[src/rtl/fabric_sram_arbiter.sv]
// Purpose: shares the dual-bank ternary SRAM between the AXI loader (buffered writes) and frame fetches.
// Latency: fetch data valid 1 cycle after fx_grant; a loader beat is written 1 to 1+STARVE_LIMIT cycles after acceptance.
// Backpressure: ld_ready drops while a buffered write is denied; a forced write drops fx_grant for one cycle.
//
// Ports:
//   clk, reset                     fabric clock, synchronous active-high reset
//   ld_valid/ld_ready/ld_addr/ld_data/ld_bank   loader write beat (valid/ready)
//   fx_req/fx_addr/fx_grant/fx_rvalid           frame-controller fetch port
//   sram_addr_a/b, sram_we_a/b, sram_din        SRAM bank drive
//   stat_clr, fx_stall_cnt         saturating count of denied fetch cycles
`timescale 1ns/1ps
module fabric_sram_arbiter #(
  parameter int ADDR_W       = 12,
  parameter int DATA_W       = 24,
  parameter int STARVE_LIMIT = 8
) (
  input  logic              clk,
  input  logic              reset,
  input  logic              ld_valid,
  output logic              ld_ready,
  input  logic [ADDR_W-1:0] ld_addr,
  input  logic [DATA_W-1:0] ld_data,
  input  logic              ld_bank,
  input  logic              fx_req,
  input  logic [ADDR_W-1:0] fx_addr,
  output logic              fx_grant,
  output logic              fx_rvalid,
  output logic [ADDR_W-1:0] sram_addr_a,
  output logic [ADDR_W-1:0] sram_addr_b,
  output logic              sram_we_a,
  output logic              sram_we_b,
  output logic [DATA_W-1:0] sram_din,
  input  logic              stat_clr,
  output logic [15:0]       fx_stall_cnt
);

  localparam int SC_W = $clog2(STARVE_LIMIT + 1);
  localparam logic [SC_W-1:0] SC_MAX = SC_W'(STARVE_LIMIT);

  logic              buf_full_q, buf_full_d;
  logic [ADDR_W-1:0] buf_addr_q, buf_addr_d;
  logic [DATA_W-1:0] buf_data_q, buf_data_d;
  logic              buf_bank_q, buf_bank_d;
  logic [SC_W-1:0]   starve_cnt_q, starve_cnt_d;
  logic              fx_rvalid_q, fx_rvalid_d;
  logic [15:0]       fx_stall_cnt_q, fx_stall_cnt_d;

  logic hazard;
  logic starved;
  logic wr_grant;
  logic ld_fire;

  always_comb begin
    // A fetch reads both banks, so any buffered write to the same word must land first.
    hazard   = buf_full_q && fx_req && (buf_addr_q == fx_addr);
    starved  = (starve_cnt_q == SC_MAX);
    wr_grant = buf_full_q && (!fx_req || hazard || starved);
    fx_grant = fx_req && !wr_grant;
    // Draining the buffer frees it in the same cycle, so a new beat can load behind it.
    ld_ready = !buf_full_q || wr_grant;
    ld_fire  = ld_valid && ld_ready;

    sram_din = buf_data_q;
    if (wr_grant) begin
      sram_addr_a = buf_addr_q;
      sram_addr_b = buf_addr_q;
      sram_we_a   = !buf_bank_q;
      sram_we_b   = buf_bank_q;
    end else begin
      sram_addr_a = fx_addr;
      sram_addr_b = fx_addr;
      sram_we_a   = 1'b0;
      sram_we_b   = 1'b0;
    end

    buf_full_d = buf_full_q;
    buf_addr_d = buf_addr_q;
    buf_data_d = buf_data_q;
    buf_bank_d = buf_bank_q;
    if (ld_fire) begin
      buf_full_d = 1'b1;
      buf_addr_d = ld_addr;
      buf_data_d = ld_data;
      buf_bank_d = ld_bank;
    end else if (wr_grant) begin
      buf_full_d = 1'b0;
    end

    // Counts cycles the current buffered write has been denied.
    if (wr_grant || !buf_full_q) begin
      starve_cnt_d = '0;
    end else if (!starved) begin
      starve_cnt_d = starve_cnt_q + SC_W'(1);
    end else begin
      starve_cnt_d = starve_cnt_q;
    end

    fx_rvalid_d = fx_grant;

    if (stat_clr) begin
      fx_stall_cnt_d = 16'h0000;
    end else if (fx_req && !fx_grant && (fx_stall_cnt_q != 16'hFFFF)) begin
      fx_stall_cnt_d = fx_stall_cnt_q + 16'd1;
    end else begin
      fx_stall_cnt_d = fx_stall_cnt_q;
    end
  end

  always_ff @(posedge clk) begin
    if (reset) begin
      buf_full_q     <= 1'b0;
      buf_addr_q     <= '0;
      buf_data_q     <= '0;
      buf_bank_q     <= 1'b0;
      starve_cnt_q   <= '0;
      fx_rvalid_q    <= 1'b0;
      fx_stall_cnt_q <= 16'h0000;
    end else begin
      buf_full_q     <= buf_full_d;
      buf_addr_q     <= buf_addr_d;
      buf_data_q     <= buf_data_d;
      buf_bank_q     <= buf_bank_d;
      starve_cnt_q   <= starve_cnt_d;
      fx_rvalid_q    <= fx_rvalid_d;
      fx_stall_cnt_q <= fx_stall_cnt_d;
    end
  end

  assign fx_rvalid    = fx_rvalid_q;
  assign fx_stall_cnt = fx_stall_cnt_q;

endmodule

[config.mk]
export PLATFORM = sky130hd
export DESIGN_NAME = fabric_sram_arbiter
export DESIGN_NICKNAME = d
export VERILOG_FILES = /design/src/rtl/fabric_sram_arbiter.sv
export SDC_FILE = /design/constraint.sdc
export NUM_CORES = 1
export LEC_CHECK = 0
export CORE_UTILIZATION = 45
export CTS_CLUSTER_SIZE = 20
export DETAILED_ROUTE_END_ITERATION = 12
export PLACE_DENSITY = 0.93
export SLEW_MARGIN = 20
export SYNTH_ARGS = -nofsm -noshare
export SYNTH_HDL_FRONTEND = slang
export SYNTH_SLANG_ARGS = --single-unit
[constraint.sdc]
create_clock -name clk -period 9.3 [get_ports clk]
set_input_delay 2.325 -clock clk [delete_from_list [all_inputs] [get_ports clk]]
set_output_delay 2.325 -clock clk [all_outputs]
set_load 0.005 [all_outputs]
==> summary.md <==
| Metric | Value |
|---|---|
| Status | `finished clean` |
| Final Instance Count excl. Fillers | `just under 500` |
| Synth unique cells | `37` |
| Mapped Cells | `295` |
| Crit Path Category | `primary input to output port` |
| Vias/cell | `between 5 and 6` |
| Row Count | `28` |
| IO buf count | `about 120` |
| Syn Std Cell Area | `around 2800 µm²` |
| Initial core utilization | `46.68%` |
| Maximum VDD drop | `0.0001014 V` |
| FFs w/ async S/R, synth | `0%` |
| Rel. slew slack | `between 50 and 60%` |
| Synth top area share | `42.73%` |
| Min-Delay Path Class | `register to register` |
| Pin count of the biggest net entering global routing | `47` |
| Die ar. | `roughly 6500 µm²` |
| Ys flop type | `dfxtp_1` |
| Post-Route WL | `about 7 mm` |
| Setup Total Neg Slack | `0 ns` |
| Period utilisation layout | `between 70 and 80%` |
| Post-synthesis sequential area ratio | `42.73%` |
| DRT Pass-1 Iters | `4` |
| Clock Tree Buf Depth | `2` |
| Crit path cell chain | `clkdlybuf4s50_1 -> xnor2_1 -> nand4_1 -> nor4_4 -> o31ai_4 -> mux2_2 -> clkdlybuf4s50_1` |
| Post-synth EDFFs | `0` |
| CP startpoint kind | `primary input` |
| Layout cells sized above 1 | `8.578%` |
| Slowest stage delay, CP | `roughly 0.53 ns` |
| # diodes | `0` |
| Sequential Power Share | `between 40% and 50%` |
| Post-synth top area cell | `dfxtp_1` |
| Most used cell, CP | `clkdlybuf4s50_1` |
| WP data arrival | `4.72 ns` |
| Worst R2R End | `fx_stall_cnt[15]$_SDFFE_PP0P_` |
| Num CTS Buffers | `9` |
| Pre-CTS WS | `just under 2 ns` |
| FMAX | `141.9 MHz` |
| Drc violations | `0` |
| CTS tree | `done` |
| Layout Nets | `461` |
| Max-cap violations | `0` |
| PD cells | `roughly 150 nW/µm²` |
| CP Capture Point | `sram_addr_a[3]` |
| Post-DRT Antenna Nets | `0` |
| Count leader, synth | `dfxtp_1` |
| WL/cell | `roughly 14 µm` |
| Crit path max fanout | `14` |
| Fin worst setup slack | `2.251 ns` |
| Unrepaired setup endpoints after global routing | `false` |
| Avg Cell Area, Syn | `about 9.4 µm²` |
| Die Wd | `roughly 80 µm` |
| Core Util, Final | `roughly 70%` |
| Yosys warns | `0` |
| Ranking of synthesized cells by area | `dfxtp_1 (43%), mux2i_1 (14%), nor2_1 (6.5%)` |
| Post-route cell area | `4148 µm²` |
| Pins over their slew limit | `0` |
| Clk_skew | `between 0.007 and 0.008 ns` |
| Worst slew pin tran | `about 0.73 ns` |
| Cell total after placement | `468` |
| Clock latency at the later pin of the worst-skew pair | `about 0.33 ns` |
| Vias post-DR | `2528` |
| Global-route wire length before repair | `between 10 and 15 mm` |
| DP HPWL | `4.913 mm` |
| Post-Syn Nets | `between 300 and 400` |
| Synth cell count leaders | `dfxtp_1 (59), nor2_1 (48), mux2i_1 (38)` |
| Initial antenna violation count | `0` |
| Post-DP Area | `between 3000 and 4000 µm²` |
| Worst R2R Start | `buf_addr_q[11]$_SDFFE_PP0P_` |
| Switching Share | `between 20% and 30%` |
| Root buf cell | `clkbuf_8` |
| Iteration-0 DRC Markers | `96` |
| Clock Sinks | `59` |
| Grt total ovfl | `0` |
| Gate power share | `16.7%` |
| Height of the chip | `80.37 µm` |
| CTS Hold Bufs | `0` |
| Pleak | `between 1.5 and 2 nW` |
| Tmin final | `7.049 ns` |
| Top Ports | `approximately 120` |
| Post-cts sizing count | `0` |
| GRT Resource Usage Total | `between 20% and 30%` |
| Critical Path End Type | `output port` |
| Setup Viol. Count Final | `0` |
| Layout area overhead | `50.07%` |
| Crit path required time | `approximately 7.0 ns` |
| P_sw | `roughly 140 µW` |
| CTS clock-pin slew for the worst setup and hold paths | `approximately 0.06 ns` |
| Clock Power Share | `approximately two fifths` |
| Final hold vios | `0` |
| Slack of the worst reg-to-reg path | `~7 ns` |
| Yosys reg bits | `about 60` |
| Number of global-route vias before repair | `between 2000 and 2500` |
| Internal power | `between 400 and 500 µW` |
| Post-CTS Setup Bufs | `0` |
| RePlAce Congestion | `0.7907` |
| Crit path launch | `fx_addr[11]` |
| Htree depth | `3` |
| Core Region | `5921 µm²` |
| R2R cell count | `6` |
| Crit-path slowest cell | `nor4_4` |
-- critical path: cells and delay by family --
kind	cells	cell delay, ns
compound gates	1	0.23
buf+inv	2	1.00
xor+xnor	1	0.15
simple gates	2	0.70
mux	1	0.30
-- per-layer routing --
| layer | part of all wire [%] | GRT usage, % | wire length (µm) | vias up |
|---|---|---|---|---|
| met3 | 6.3 | 6.364 | 433 | 13 |
| met5 | 0 | 0 | 0 | - |
| met2 | 51 | 37.88 | 3511 | 89 |
| met4 | 1.9 | 9.821 | 129 | 0 |
| li1 | - | - | - | 1234 |
| met1 | 41 | 23.74 | 2784 | 1192 |
-- state kept, by name, summed over array words and instances (netlist names) --
name and count:
sram_din 24, fx_stall_cnt 16, buf_addr_q 12, starve_cnt_q 4, buf_bank_q 1, buf_full_q 1, fx_rvalid 1
-- how the worst min path moves through the flow --
| stage | startpoint | endpoint | slack [ns] | depth (start not counted) |
|---|---|---|---|---|
| 3_3_place_gp | starve_cnt_q[0]$_SDFFE_PP0N_ | starve_cnt_q[0]$_SDFFE_PP0N_ | 0.47 | 1 |
| 5_1_grt | sram_din[20]$_SDFFE_PP0P_ | sram_din[20]$_SDFFE_PP0P_ | 0.52 | 2 |
| 4_1_cts | starve_cnt_q[0]$_SDFFE_PP0N_ | starve_cnt_q[0]$_SDFFE_PP0N_ | 0.49 | 1 |
| 2_1_floorplan | starve_cnt_q[0]$_SDFFE_PP0N_ | starve_cnt_q[0]$_SDFFE_PP0N_ | 0.46 | 1 |
| 6_report | starve_cnt_q[0]$_SDFFE_PP0N_ | starve_cnt_q[0]$_SDFFE_PP0N_ | 0.49 | 1 |
| 3_5_place_dp | starve_cnt_q[0]$_SDFFE_PP0N_ | starve_cnt_q[0]$_SDFFE_PP0N_ | 0.48 | 1 |
-- cell families after synthesis --
family	count (synthesis)	synth area share (%)
mux	50	18.65
fa+ha+maj	3	1.358
xor+xnor	15	4.753
simple gates	99	17.16
buf+inv	34	7.153
flops	59	42.73
compound gates	35	8.194
-- per-stage QoR --
stage               power, mW  hold slack (ns)
finish                 0.6015           0.4888
global route           0.6247           0.5237
CTS                    0.6063           0.4897
detailed placement     0.3765           0.4824
global placement       0.3733           0.4728
floorplan              0.3212           0.4558
-- power by group through the flow --
| stage | logic [mW] | registers (mW) | clock network [mW] |
|---|---|---|---|
| 2_1_floorplan | 0.0456 | 0.276 | 0 |
| 3_3_place_gp | 0.0975 | 0.276 | 0 |
| 3_5_place_dp | 0.100 | 0.276 | 0 |
| 4_1_cts | 0.101 | 0.271 | 0.234 |
| 5_1_grt | 0.108 | 0.272 | 0.245 |
| 6_report | 0.100 | 0.271 | 0.230 |
-- cell type report --
| type | instances | area [µm²] |
|---|---|---|
| clock inverters | 2 | 35.03 |
| inverters | 8 | 30.03 |
| flip-flops and latches | 59 | 1181 |
| fillers | 456 | 1773 |
| well taps | 75 | 93.84 |
| repair buffers | 124 | 1236 |
| clock buffers | 13 | 158.9 |
| multi-input cells | 202 | 1413 |
-- placed cells by master, fill, tap and decap left out, drive strengths merged, types with 2 or more instances in the layout --
| cell | n |
|---|---|
| a211oi | 2 |
| a21oi | 13 |
| a31o | 2 |
| and3 | 3 |
| buf | 2 |
| clkbuf | 13 |
| clkdlybuf4s50 | 122 |
| dfxtp | 59 |
| ha | 3 |
| inv | 8 |
| mux2 | 12 |
| mux2i | 38 |
| nand2 | 12 |
| nand3 | 12 |
| nand4 | 3 |
| nor2 | 49 |
| nor3 | 4 |
| nor4 | 3 |
| o21ai | 6 |
| o31ai | 7 |
| or3 | 5 |
| or4 | 5 |
| xnor2 | 14 |
Note: power is estimated with default switching activity, not from simulation.
==> variant 1 (same flow settings) <==
`buf_addr_q` no longer has a reset.
--- a/src/rtl/fabric_sram_arbiter.sv
+++ b/src/rtl/fabric_sram_arbiter.sv
@@ -110,5 +110,4 @@
     if (reset) begin
       buf_full_q     <= 1'b0;
-      buf_addr_q     <= '0;
       buf_data_q     <= '0;
       buf_bank_q     <= 1'b0;
@@ -118,5 +117,4 @@
     end else begin
       buf_full_q     <= buf_full_d;
-      buf_addr_q     <= buf_addr_d;
       buf_data_q     <= buf_data_d;
       buf_bank_q     <= buf_bank_d;
@@ -127,4 +125,8 @@
   end
 
+  always_ff @(posedge clk) begin
+    buf_addr_q <= buf_addr_d;
+  end
+
   assign fx_rvalid    = fx_rvalid_q;
   assign fx_stall_cnt = fx_stall_cnt_q;
Formal check against the unedited RTL: same outputs for any inputs over 10 cycles, from zero or initial values and one cycle with reset high; that may be too few to reach the edited logic, so the function may still have changed.
==> variant 1 against the original RTL <==
- cell area is 3.6% higher
- via count is 11% higher
- sequential power is 3% higher
- wire length is 18% higher
- setup slack worse by 520 ps
- sequential cell count stayed put
- synthesized area is 4.4% higher
- total power is 7.3% higher
- largest power group unchanged
==> variant 1: results (changes against the original RTL) <==
Status
  – Outcome: completed

Placement
  – HPWL Detailed: 5660 um (+15%)
  – Placer Congestion: 0.814 (+2.9%)
  – Cell total after placement: 472 (+0.85%)
  – Dpl cell area: 0.00406 mm2 (+2.9%)

Yosys
  – Post-synth top cells: dfxtp_1, a21oi_1, nand3_1
  – Synth unique cells: 35 (-5.4%)
  – Post-synth ARST share: 0% (unchanged)
  – Synth Warn #: 0 (unchanged)
  – EDFF count, synth: 12 (+12)
  – Synthesized area per cell: 9.34 um2 (-0.34%)
  – Synthesized net count: 366 (+4.0%)
  – Top cells by area, synth: dfxtp_1, edfxtp_1, a21oi_1
  – Post-synthesis sequential area ratio: 45.1% (+2.4 points)

Route
  – Number of iterations in the first detailed-routing pass: 5 (+1)
  – Via count: 2815 (+11%)
  – Initial drt markers: 137 (+43%)
  – Drt total wl: 8080 um (+18%)

Worst hold path
  – Worst Hold Launch: sram_din[9]$_SDFFE_PP0P_
  – WHS Path Cells: 2 (+1)

Power
  – Peak supply drop: 0.106 mV (+4.2%)
  – Leak: 1.41 nW (-12%)

Global route
  – Global-route wire length before repair: 12600 um (+18%)
  – Maximum number of pins on one net before global-route repair: 35 (-26%)
  – Via count of the first global-routing pass: 2634 (+9.8%)
  – GRT Total Usage: 24.8% (+3.2 points)

Critical path
  – Critical-path top delay cell: a31o_1
  – Reg-to-Reg Start: buf_full_q$_SDFFE_PP0P_
  – Reg2reg path depth: 3 (-3)
  – CP max FO: 27 (+13)
  – CP peak stage delay: 870 ps (+340 ps)
  – WP data arrival: 5240 ps (+520 ps)
  – Crit path launch: fx_addr[5]

STA
  – Clock skew: 9.72 ps (+2.14 ps)
  – Worst slew margin: 26.4% (-25 points)

Finish
  – Final std cells w/o fill: 489 (+1.2%)
  – Share of cells above drive strength 1: 6.52% (-2.1 points)

Clocking
  – CTS H-Tree Depth: 3 (unchanged)
variant 1: changes by cell type in the layout (fill, tap and decap cells not counted), moves of 13 or more:
| cell | before | now |
|---|---|---|
| a21oi_1 | 13 | 43 |
| o211ai_1 | 0 | 26 |
| mux2i_1 | 38 | 1 |
| nand3_1 | 12 | 34 |
| xnor2_1 | 14 | 1 |
| nor2_1 | 48 | 5 |
variant 1: power breakdown:
part           switching [mW]  internal, mW
registers             0.00627         0.272
logic                  0.0419        0.0573
clock network           0.104         0.164
total                   0.152         0.493
variant 1: cells by family (layout without fill, tap and decap cells):
| kind of cell | count (synthesis) | after routing | share of synthesized area [%] |
|---|---|---|---|
| compound gates | 89 | 89 | 19.6 |
| xor+xnor | 14 | 14 | 4.25 |
| fa+ha+maj | 3 | 3 | 1.30 |
| buf+inv | 45 | 150 | 7.55 |
| flops | 59 | 59 | 45.1 |
| mux | 13 | 13 | 5.03 |
| simple gates | 86 | 86 | 17.2 |
variant 1: layer usage:
layer	wire length, um	share of wire (%)	GRT usage, %	up-vias
met2	4100	51	43.0	127
met1	3160	39	28.5	1319
met4	210	2.6	11.6	0
met3	621	7.7	6.11	19
li1	-	-	-	1350
met5	0	0	0	-
variant 1: stage by stage:
step / worst slack [ps] / hold WS, ps
finish: 1730 / 468
global placement: 1880 / 452
CTS: 1750 / 469
detailed placement: 1770 / 460
global route: 1550 / 490
floorplan: 3030 / 457
variant 1: layout make-up:
class,count,area (um2)
clock buffer,11,151
multi-input combinational,205,1390
sequential,59,1300
fill,472,1760
inverter,7,26.3
timing repair buffer,127,1260
tap,75,93.8
clock inverter,5,75.1
variant 1: final timing paths:
path	to	slack (ps)
max reg2reg	buf_addr_q[11]$_DFFE_PP_	6070
max	ld_ready	1730
min reg2reg	sram_din[9]$_SDFFE_PP0P_	470
min	sram_din[9]$_SDFFE_PP0P_	470
variant 1: worst reg2reg max path: stages (launching register included):
cell and delay, ps:
dfxtp_1 420, clkinv_1 650, o21ai_2 1120, nand2_1 630
==> variant 2 (config.mk and constraints unchanged) <==
Made on the original files. Change the parameter `ADDR_W` from 12 to 14.
--- a/src/rtl/fabric_sram_arbiter.sv
+++ b/src/rtl/fabric_sram_arbiter.sv
@@ -11,5 +11,5 @@
 `timescale 1ns/1ps
 module fabric_sram_arbiter #(
-  parameter int ADDR_W       = 12,
+  parameter int ADDR_W       = 14,
   parameter int DATA_W       = 24,
   parameter int STARVE_LIMIT = 8
Interface: changed (resized fx_addr, ld_addr, sram_addr_a and sram_addr_b); port bits go from 123 to 131. No check against the original RTL was run, so the function may have changed too.
==> variant 2 against the original RTL <==
- wire length up 14%
- clock skew rose by 2.1 ps
- cell count rose by 14%
- via count increased by 16%
- total power fell by 2.0%
- core utilization fell by 1.8 points
- cell area increased by 4.4%
- sequential cell count grew 2
- fmax decreased by 4.3%
- setup slack worse by 320 ps
- synthesized area is 6.7% higher
- critical path type unchanged
- critical endpoint is now sram_addr_a[7]
- largest cell class unchanged
- largest power group unchanged
==> variant 2: results (changes against the original RTL) <==
Global route
  – GRT Total Usage: 23.4% (+1.8 points)
  – Global-route wire length before repair: 13000 um (+23%)
  – Maximum number of pins on one net before global-route repair: 49 (+4.3%)
  – Via count of the first global-routing pass: 2854 (+19%)

Critical path
  – CP max FO: 16 (+2)
  – Reg-to-Reg Start: buf_addr_q[9]$_SDFFE_PP0P_
  – Critical-path top delay cell: clkdlybuf4s50_1
  – CP peak stage delay: 510 ps (-20 ps)
  – Reg-to-reg slack, setup: 7020 ps (+40 ps)
  – Reg2reg end: fx_stall_cnt[11]$_SDFFE_PP0P_
  – WP data arrival: 5040 ps (+320 ps)

Power
  – Sw Share: 25.8% (+3.1 points)
  – Leak: 1.59 nW (-1.5%)
  – Peak supply drop: 0.107 mV (+5.6%)

Yosys
  – Post-synth top cells: nand2_1, dfxtp_1, a21oi_1
  – Synthesized net count: 420 (+19%)
  – Top cells by area, synth: dfxtp_1, nand2_1, a21oi_1
  – Post-synthesis sequential area ratio: 41.4% (-1.3 points)
  – Synth unique cells: 39 (+5.4%)

STA
  – Clock skew: 9.67 ps (+2.09 ps)
  – Worst Tran Pin Value: 847 ps (+119 ps)

Worst hold path
  – WHS Path Cells: 2 (+1)
  – Worst Hold Launch: sram_din[10]$_SDFFE_PP0P_
  – WHS Endpoint: sram_din[10]$_SDFFE_PP0P_

Route
  – Sum of routed wire segments on met1: 3190 um (+15%)
  – Met3 wire len: 464 um (+7.2%)
  – Initial drt markers: 81 (-16%)
  – Routed len/inst: 14.2 um (-0.11%)

Finish
  – Fillers: 519 (+14%)
  – Final Net Count: 530 (+15%)
  – Final std cells w/o fill: 550 (+14%)

Placement
  – Placer Congestion: 0.823 (+4.1%)
  – HPWL Detailed: 5710 um (+16%)
  – Pre-CTS setup slack: 1950 ps (-32.9 ps)
  – IO buf count: 130 (+6.6%)
  – Dpl cell area: 0.00417 mm2 (+5.6%)

Status
  – Outcome: completed
variant 2: power by group through the flow:
stage	clock network (mW)	registers, mW	logic [mW]
after global routing	0.219	0.280	0.115
after global placement	0	0.284	0.103
after detailed placement	0	0.285	0.106
final	0.205	0.279	0.106
after CTS	0.208	0.279	0.107
after floorplan	0	0.284	0.0475
variant 2: tightest hold or removal path: cells and delay by family (launching register included):
family,cells,cell delay [ps]
flip-flops,1,310
AND/OR/NAND/NOR,1,50
AO/OA/AOI/OAI,1,50
variant 2: how the worst max path moves through the flow:
stage	startpoint	end	slack [ps]	depth (start not counted)
2_1_floorplan	fx_addr[8]	sram_addr_b[10]	3030	9
3_3_place_gp	fx_addr[9]	sram_addr_b[5]	2010	8
3_5_place_dp	fx_addr[7]	sram_addr_a[7]	1950	8
4_1_cts	fx_addr[7]	sram_addr_a[7]	1930	8
5_1_grt	fx_addr[9]	sram_addr_a[3]	1800	8
6_report	fx_addr[7]	sram_addr_a[7]	1930	8
variant 2: cells by family after synthesis:
| logic type | Yosys count | synth area share, % |
|---|---|---|
| mux | 16 | 7.04 |
| simple gates | 155 | 24.7 |
| fa+ha+maj | 3 | 1.27 |
| flops | 61 | 41.4 |
| compound gates | 70 | 13.6 |
| xor+xnor | 16 | 4.75 |
| buf+inv | 38 | 7.25 |
variant 2: through the flow:
stage	hold slack [ps]	util, %
2_1_floorplan	450	-
3_3_place_gp	440	65.6
3_5_place_dp	449	65.6
4_1_cts	456	68.2
5_1_grt	468	68.2
6_report	453	68.2
variant 2: layout make-up:
class / count / area, um2 / area share [%]
inverters: 5 / 18.8 / 0.433
clock buffers: 10 / 138 / 3.18
well taps: 77 / 96.3 / 2.22
multi-input cells: 260 / 1520 / 35.1
flip-flops and latches: 61 / 1220 / 28.2
clock inverters: 5 / 27.5 / 0.635
repair buffers: 132 / 1310 / 30.3
variant 2: layer usage:
metal	vias to the layer above	global-route usage (%)
met2	102	40.5
li1	1442	-
met1	1381	25.7
met5	-	0
met4	0	12.5
met3	20	6.96
